$ cat src/rtl/t5_fetch.sv
// t5_fetch: instruction fetch unit for the t5 pipeline.
//
// Acts as the Wishbone classic-cycle initiator on the instruction bus. It owns
// the fetch PC, issues word reads, and buffers returned words in a 2-entry
// queue. The decode stage sees the queue head and consumes it under sena. A
// redirect from execute (branch/jump/trap) flushes the queue and discards any
// response still in flight.
//
// Ports
//   sclk, srst_n      clock, asynchronous active-low reset
//   sena              decode consumes the head entry on this edge
//   sbra, bpc         redirect request and target (bpc[1:0] ignored)
//   iwb_adr/stb/cyc   Wishbone address, strobe, cycle (cyc == stb)
//   iwb_sel, iwb_we   constant 4'hF and 0 (word reads only)
//   iwb_ack, iwb_dat  slave acknowledge and read data
//   fpc, fins, fvld   registered head entry PC, word and valid
//
// Bus FSM
//   state | meaning
//   IDLE  | no request on the bus; waiting for queue room
//   REQ   | read of rpc outstanding; ack pushes into the queue
//   DROP  | read outstanding for a stale address; ack is discarded

module t5_fetch #(
  parameter logic [31:0] RESET_PC = 32'h0000_0000
) (
  input  logic        sclk,
  input  logic        srst_n,
  input  logic        sena,
  input  logic        sbra,
  input  logic [31:0] bpc,
  output logic [31:0] iwb_adr,
  output logic        iwb_stb,
  output logic        iwb_cyc,
  output logic [3:0]  iwb_sel,
  output logic        iwb_we,
  input  logic        iwb_ack,
  input  logic [31:0] iwb_dat,
  output logic [31:0] fpc,
  output logic [31:0] fins,
  output logic        fvld
);

  localparam logic [31:0] RESET_WPC = {RESET_PC[31:2], 2'b00};

  typedef enum logic [1:0] {
    ST_IDLE = 2'd0,
    ST_REQ  = 2'd1,
    ST_DROP = 2'd2
  } state_t;

  state_t      state_q, state_d;
  logic [31:0] rpc_q, rpc_d;
  logic [31:0] adr_q, adr_d;
  logic [31:0] pc0_q, pc0_d, ins0_q, ins0_d;
  logic [31:0] pc1_q, pc1_d, ins1_q, ins1_d;
  logic [1:0]  occ_q, occ_d;

  logic [31:0] tgt;
  logic        push;
  logic        pop;
  logic        can_issue;
  logic        bpc_unused;

  assign bpc_unused = ^bpc[1:0];

  always_comb begin
    state_d = state_q;
    rpc_d   = rpc_q;
    adr_d   = adr_q;
    pc0_d   = pc0_q;
    ins0_d  = ins0_q;
    pc1_d   = pc1_q;
    ins1_d  = ins1_q;
    occ_d   = occ_q;

    tgt  = {bpc[31:2], 2'b00};
    // In REQ the bus address always equals rpc, so rpc_q tags the pushed word.
    push = (state_q == ST_REQ) && iwb_ack && !sbra;
    pop  = sena && (occ_q != 2'd0) && !sbra;

    // Entry 0 is the head and drives fpc/fins directly. It is never cleared on
    // a pop or flush, so the head outputs hold their last values when empty.
    if (sbra) begin
      occ_d = 2'd0;
    end else begin
      case ({push, pop})
        2'b11: begin
          if (occ_q == 2'd1) begin
            pc0_d  = rpc_q;
            ins0_d = iwb_dat;
          end else begin
            pc0_d  = pc1_q;
            ins0_d = ins1_q;
            pc1_d  = rpc_q;
            ins1_d = iwb_dat;
          end
        end
        2'b10: begin
          if (occ_q == 2'd0) begin
            pc0_d  = rpc_q;
            ins0_d = iwb_dat;
          end else begin
            pc1_d  = rpc_q;
            ins1_d = iwb_dat;
          end
          occ_d = occ_q + 2'd1;
        end
        2'b01: begin
          if (occ_q == 2'd2) begin
            pc0_d  = pc1_q;
            ins0_d = ins1_q;
          end
          occ_d = occ_q - 2'd1;
        end
        default: ;
      endcase
    end

    // Room for one more word once this edge's push/pop has settled, so an ack
    // can never land on a full queue.
    can_issue = (occ_d <= 2'd1);

    case (state_q)
      ST_IDLE: begin
        if (sbra) begin
          rpc_d   = tgt;
          state_d = ST_REQ;
        end else if (can_issue) begin
          state_d = ST_REQ;
        end
      end
      ST_REQ: begin
        if (sbra) begin
          rpc_d   = tgt;
          state_d = iwb_ack ? ST_REQ : ST_DROP;
        end else if (iwb_ack) begin
          rpc_d   = rpc_q + 32'd4;
          state_d = can_issue ? ST_REQ : ST_IDLE;
        end
      end
      ST_DROP: begin
        // Later redirects only retarget rpc; the stale read must still finish.
        if (sbra) begin
          rpc_d = tgt;
        end
        if (iwb_ack) begin
          state_d = ST_REQ;
        end
      end
      default: state_d = ST_IDLE;
    endcase

    // The bus address tracks rpc except while a stale read is being drained.
    adr_d = (state_d == ST_DROP) ? adr_q : rpc_d;
  end

  always_ff @(posedge sclk or negedge srst_n) begin
    if (!srst_n) begin
      state_q <= ST_IDLE;
      rpc_q   <= RESET_WPC;
      adr_q   <= RESET_WPC;
      pc0_q   <= 32'd0;
      ins0_q  <= 32'd0;
      pc1_q   <= 32'd0;
      ins1_q  <= 32'd0;
      occ_q   <= 2'd0;
    end else begin
      state_q <= state_d;
      rpc_q   <= rpc_d;
      adr_q   <= adr_d;
      pc0_q   <= pc0_d;
      ins0_q  <= ins0_d;
      pc1_q   <= pc1_d;
      ins1_q  <= ins1_d;
      occ_q   <= occ_d;
    end
  end

  assign iwb_adr = adr_q;
  assign iwb_stb = (state_q != ST_IDLE);
  assign iwb_cyc = iwb_stb;
  assign iwb_sel = 4'hF;
  assign iwb_we  = 1'b0;
  assign fpc     = pc0_q;
  assign fins    = ins0_q;
  assign fvld    = (occ_q != 2'd0);

endmodule

$ cat config.mk
export PLATFORM = sky130hd
export DESIGN_NAME = t5_fetch
export DESIGN_NICKNAME = d
export VERILOG_FILES = /design/src/rtl/t5_fetch.sv
export SDC_FILE = /design/constraint.sdc
export NUM_CORES = 1
export LEC_CHECK = 0
export CORE_MARGIN = 10
export CORE_UTILIZATION = 50
export CTS_BUF_LIST = sky130_fd_sc_hd__clkbuf_2
export DETAILED_ROUTE_END_ITERATION = 10
export HOLD_SLACK_MARGIN = 0.05
export PLACE_DENSITY = 0.83
export SYNTH_ARGS = -nofsm -noshare
export SYNTH_HDL_FRONTEND = slang
export SYNTH_SLANG_ARGS = --single-unit
$ cat constraint.sdc
create_clock -name sclk -period 6.95 [get_ports sclk]
set_input_delay 1.39 -clock sclk [delete_from_list [all_inputs] [get_ports sclk]]
set_output_delay 1.39 -clock sclk [all_outputs]
set_load 0.02 [all_outputs]
==> flow_summary.yaml, run 1 <==
global_routing:
  track_usage: 0.2034
  antenna_found_initial: 1
  grt_max_degree: 90
  grt_pass1_wl_um: 44280
  grt_remaining_overflow: 0
  grt_pass1_vias: 8320
critical_path:
  startpoint_type: "flop"
  end_kind: "flop"
  criticalPathCategory: "flop to flop"
  crit_fanout: 59
  critical_path_required_ns: 7.62
  cp.arrival_ns: 5.21
floorplan:
  coreArea_um2: 20300
  row_count: 52
  die_h_um: 163.9
  io_pins: 173
  fp.dieW_um: 163.9
  fp.dieArea_um2: 26850
  start_util: 0.5098
power_and_ir_drop:
  p_leak_nw: 5.248
  clkPwrFrac: 0.123
  p_per_area_nw_per_um2: 344.9
  ir_drop_v: 0.0001734
  p_sw_frac: 0.3973
  netSwitchingPower_mw: 1.681
  comb_power_share: 0.424
  pwr-share-seq: 0.453
  power.internal_mw: 2.550
  p_total_mw: 4.231
timing:
  fin_worst_skew_ns: 0.03595
  slew_headroom: 0.3275
  tns_ns: 0
  rsz0062_at_grt: "false"
  finalSetupViolCount: 0
  clock.fmax_mhz: 220.6
  period_share: 0.6523
  drv_slew: 0
  worst_slack_ns: 2.416
  finalCriticalPeriod_ns: 4.534
  hold_ws_ns: 0.5060
  worst_pin_slew_ns: 1.009
  final-hold-violation-count: 0
cells_and_area:
  nFillCells: 1711
  register_area_um2: 4905
  multi_input_area_um2: 4970
  area_delta_synth_final_pct: 18.53
  fin_nets: 1113
  drive_gt1_frac: 0.1420
clocking:
  cts_buffers: 17
  cts_hold_buffers: 0
  cts_resized: 0
  cts-root-buf: "clkbuf_2"
  max-clock-path-buffers: 2
  cts_tree: "done"
  cts.sinks: 196
  clk_latency_ns: 0.78
  cts_setup_buffers: 0
  htreeDepth: 4
  clk_pin_slew_worst_paths_ns: 0.25
placement:
  port_buffers: 165
  dp_hpwl_um: 18500
  post-place-ws_ns: 1.657
  place.gp.congestion: 0.9157
synthesis:
  synth_edf_count: 0
  synth_area_um2: 10350
  synth_seq_cells: 196
  synth.distinct_cells: 62
  syn_inst: 943
  synthArstFlopShare: 1.000
  yosys_warnings: 0
  avgSynthCellArea_um2: 10.97
  dominantRegCellSynth: "dfrtp_1"
  ys_seq_area_frac: 0.4739
detailed_routing:
  firstDrtPassIters: 6
  topRoutingLayerUsed: "met4"
  wl_met2_um: 13110
  wl_per_cell_um: 21.05
  viasPerCell: 6.358
  wl_met1_um: 11950
  drt_iter0_drc: 804
  drc: 0
  route.met3.wl_um: 2238
  drt-total-wl_um: 27780
  ant_nets: 0
  via_count: 8392
flow_run:
  cap_violations: 0
outcome:
  status: "complete, no violations"
hold_path:
  hp-class: "flop to flop"
-- cells in the final DEF (no fill, tap or decap), types with 23 or more instances in the layout --
cell / netlist / final
a221oi_1: 63 / 63
mux2i_1: 67 / 67
mux2_2: 91 / 91
clkdlybuf4s50_1: 0 / 164
a21o_1: 64 / 64
nor2_1: 23 / 23
a211oi_1: 68 / 68
nand2_1: 40 / 40
dfrtp_1: 196 / 196
-- cells by family after synthesis --
kind of cell               after synthesis  share of synthesized area
and+or+nand+nor                        152                    0.07871
AOI/OAI and AO/OA                      294                     0.2165
DFF                                    196                     0.4739
buffers and inverters                  126                    0.05066
adders and majority gates                8                   0.009673
muxes                                  158                     0.1638
other                                    2                  0.0007257
xor gates and xnor gates                 7                   0.005924
-- metal layers --
layer | GRT usage | vias to the layer above
li1 | - | 3777
met1 | 0.2654 | 4185
met2 | 0.3251 | 387
met3 | 0.05207 | 43
met4 | 0.06458 | 0
met5 | 0 | -
-- power by group through the flow --
stage / logic, mW / registers, mW / clock network (mW)
after floorplan: 0.894 / 2.05 / 0
after global placement: 1.76 / 1.90 / 0
after detailed placement: 1.81 / 1.94 / 0
after CTS: 1.81 / 1.91 / 0.543
after global routing: 1.93 / 1.98 / 0.582
final: 1.80 / 1.92 / 0.520
-- worst paths after layout --
check | to | cells past startpoint | start | slack [ns]
max | pc1_q[21] | 10 | state_q[0] | 2.42
min | fins[0] | 1 | fins[0] | 0.51
max reg2reg | pc1_q[21] | 10 | state_q[0] | 2.42
min reg2reg | fins[0] | 1 | fins[0] | 0.51
max in group asynchronous | fins[31] | 2 | srst_n | 5.01
min in group asynchronous | rpc_q[0] | 1 | srst_n | 0.61
-- per-stage QoR --
stage	area, µm²	std cells	utilization
2_1_floorplan	10360	946	-
3_3_place_gp	12060	1287	0.5942
3_5_place_dp	12060	1287	0.5942
4_1_cts	12260	1319	0.6042
5_1_grt	12270	1320	0.6043
6_report	12270	1320	0.6043
-- worst max-delay path: stages, from the launching register on --
cell and delay [ns]:
dfrtp_1 1.06, nor2b_1 0.61, nand3_1 0.28, inv_1 0.16, ha_2 0.65, inv_1 0.17
nor2_1 0.16, a21oi_1 0.09, a211oi_4 0.45, buf_12 0.37, mux2_2 0.39
-- registers in the layout, summed over array words and instances (netlist names) --
register and cells:
iwb_adr 32, fins 32, state_q 2, occ_q 2, ins1_q 32, pc1_q 32
fpc 32, rpc_q 32
-- layout make-up --
class                   instances  share of cell area
flip-flops and latches        196              0.3998
clock inverters                14            0.009180
multi-input cells             624              0.4051
inverters                      19            0.005814
clock buffers                  18            0.007344
well taps                     270             0.02754
repair buffers                178              0.1449
diodes                          1           0.0002040
-- cell usage after synthesis (6+ instances only) --
cell,n,area share
a211oi_1,68,0.049
a21o_1,64,0.046
a21oi_1,20,0.0097
a221oi_1,63,0.053
a31oi_1,7,0.0042
and3_1,11,0.0067
buf_1,9,0.0033
buf_2,14,0.0068
buf_4,9,0.0065
clkbuf_1,75,0.027
dfrtp_1,196,0.47
ha_1,8,0.0097
inv_1,18,0.0065
mux2_2,91,0.099
mux2i_1,67,0.065
nand2_1,40,0.015
nand2b_1,6,0.0036
nand3_1,20,0.0097
nand4_1,8,0.0048
nor2_1,23,0.0083
nor4_1,7,0.0042
o211ai_1,7,0.0051
o21ai_0,15,0.0073
o22ai_1,12,0.0073
or3_1,6,0.0036
Note: power is estimated with default switching activity, not from simulation.
==> run 2: changes to the inputs <==
==> constraint.sdc (replaced) <==
create_clock -name sclk -period 4.7 [get_ports sclk]
set_input_delay 0.94 -clock sclk [delete_from_list [all_inputs] [get_ports sclk]]
set_output_delay 0.94 -clock sclk [all_outputs]
set_load 0.02 [all_outputs]
==> run 2 against run 1 <==
Via count fell by 0.25%. Clock power up 54%. Final area grew 0.43%. Non-clock buffer count rose by 6. Routed wire length increased by 0.83%. Highest routed layer unchanged. Cell count is 0.38% higher. Worst hold slack lost 0.23 ns. Clock skew up 0.0012 ns. Die area stayed put. Combinational power grew 50%. Power increased by 49%. Flip-flop and latch count did not move.
==> flow_summary.yaml, run 2 (synthesis gave the netlist of run 1 again) <==
outcome:
  status: "complete, no violations"
critical_path:
  ff2ff_path_depth: 12
  rrSetupSlack_ns: 1.52
  path_cells: "nor2_1 > inv_1 > clkdlybuf4s50_1"
  cp_slowest_stage_delay_ns: 0.78
  crit_fanout: 18
  cp.arrival_ns: 2.47
  rr_startpoint: "occ_q[0]"
  end_kind: "output port"
  criticalPathCategory: "flop to output port"
  startpoint_type: "flop"
  rr_endpoint: "fins[22]"
  crit_slowest_cell: "dfrtp_1"
  critical_path_required_ns: 3.76
timing:
  clock.fmax_mhz: 293.7
  finalCriticalPeriod_ns: 3.405
  drv_slew: 0
  tns_ns: 0
  period_share: 0.7245
  final-hold-violation-count: 0
  worst_slack_ns: 1.295
  rsz0062_at_grt: "false"
  finalSetupViolCount: 0
  fin_worst_skew_ns: 0.03711
  worst_pin_slew_ns: 0.9434
  slew_headroom: 0.3711
clocking:
  cts-root-buf: "clkbuf_2"
  cts_resized: 0
  clk_pin_slew_worst_paths_ns: 0.25
  max-clock-path-buffers: 2
  clk_latency_ns: 0.76
  cts_tree: "done"
  cts_hold_buffers: 0
  cts_buffers: 17
  cts.sinks: 196
  cts_setup_buffers: 0
  htreeDepth: 4
detailed_routing:
  drt-total-wl_um: 28010
  wl_per_cell_um: 21.14
  ant_nets: 0
  viasPerCell: 6.318
  firstDrtPassIters: 6
  via_count: 8371
  drt_iter0_drc: 817
  drc: 0
global_routing:
  track_usage: 0.2030
  grt_pass1_vias: 8220
  grt_pass1_wl_um: 44360
  antenna_found_initial: 1
  grt_max_degree: 111
  grt_remaining_overflow: 0
power_and_ir_drop:
  p_leak_nw: 5.292
  ir_drop_v: 0.0003055
  p_per_area_nw_per_um2: 511.9
placement:
  place.gp.congestion: 0.9104
  dp_hpwl_um: 18590
  port_buffers: 165
  post-place-ws_ns: 0.8386
cells_and_area:
  layout_common_cells: "dfrtp_1 (196), clkdlybuf4s50_1 (164), mux2_2 (91), a211oi_1 (68), mux2i_1 (67)"
  post-route-util: 0.6069
  drive_gt1_frac: 0.1480
  nFillCells: 1708
  area_delta_synth_final_pct: 19.04
  final_common_cell: "dfrtp_1"
  fin_nets: 1119
floorplan:
  fp.dieArea_um2: 26850
  die_h_um: 163.9
  start_util: 0.5098
  fp.dieW_um: 163.9
  io_pins: 173
  coreArea_um2: 20300
  row_count: 52
hold_path:
  hp-class: "input pin to asynchronous set/reset pin"
flow_run:
  cap_violations: 0
==> run 2: changes by cell type in the layout (fill, tap and decap cells not counted) <==
cell,previous run,this run
clkinvlp_4,3,1
inv_8,1,0
bufinv_16,1,2
clkinv_2,0,3
clkbuf_2,18,19
inv_6,1,0
buf_4,11,17
clkinv_1,7,5
==> run 2: layout make-up <==
type                    count  area (µm²)  share of cell area
multi-input cells         624        4970              0.4034
flip-flops and latches    196        4905              0.3981
repair buffers            184        1823              0.1480
well taps                 270       337.8             0.02742
clock inverters            12       115.1            0.009344
clock buffers              19       95.09            0.007719
inverters                  19       71.32            0.005789
diodes                      1       2.502           0.0002031
==> run 2: routing by layer <==
metal	wire (µm)	vias to the layer above	share of wire	GRT usage
met4	528	0	0.019	0.05646
met5	0	-	0	0
met1	12080	4194	0.43	0.2727
met3	2341	52	0.084	0.05131
met2	13060	333	0.47	0.3195
li1	-	3792	-	-
==> run 2: how the worst max path moves through the flow <==
stage                      end  cells after the start        from
floorplan           ins1_q[10]                     12        sbra
global placement      fins[21]                     11        sbra
detailed placement    fins[22]                     11        sbra
CTS                    iwb_cyc                      3  state_q[1]
global route           iwb_cyc                      3  state_q[1]
finish                 iwb_cyc                      3  state_q[1]
==> run 2: critical path, delay by kind of cell, from the launching register on <==
kind | cells | cell delay (ns)
flops | 1 | 0.78
simple gates | 1 | 0.16
buf+inv | 2 | 0.78
==> run 2: where the power goes <==
group / internal, mW / leakage (nW) / total (mW) / switching [mW]
combinational: 1.32 / 2.67 / 2.70 / 1.39
clock: 0.237 / 0.134 / 0.801 / 0.564
sequential: 2.28 / 2.49 / 2.80 / 0.524
==> run 2: per-stage QoR <==
stage	hold slack, ns	instances	cell area [µm²]	total power, mW
after floorplan	0.4816	946	10360	4.357
after detailed placement	0.4649	1293	12110	5.552
after CTS	0.2331	1324	12320	6.346
final	0.2784	1325	12320	6.307
after global placement	0.4531	1293	12110	5.433
after global routing	0.2528	1325	12320	6.673
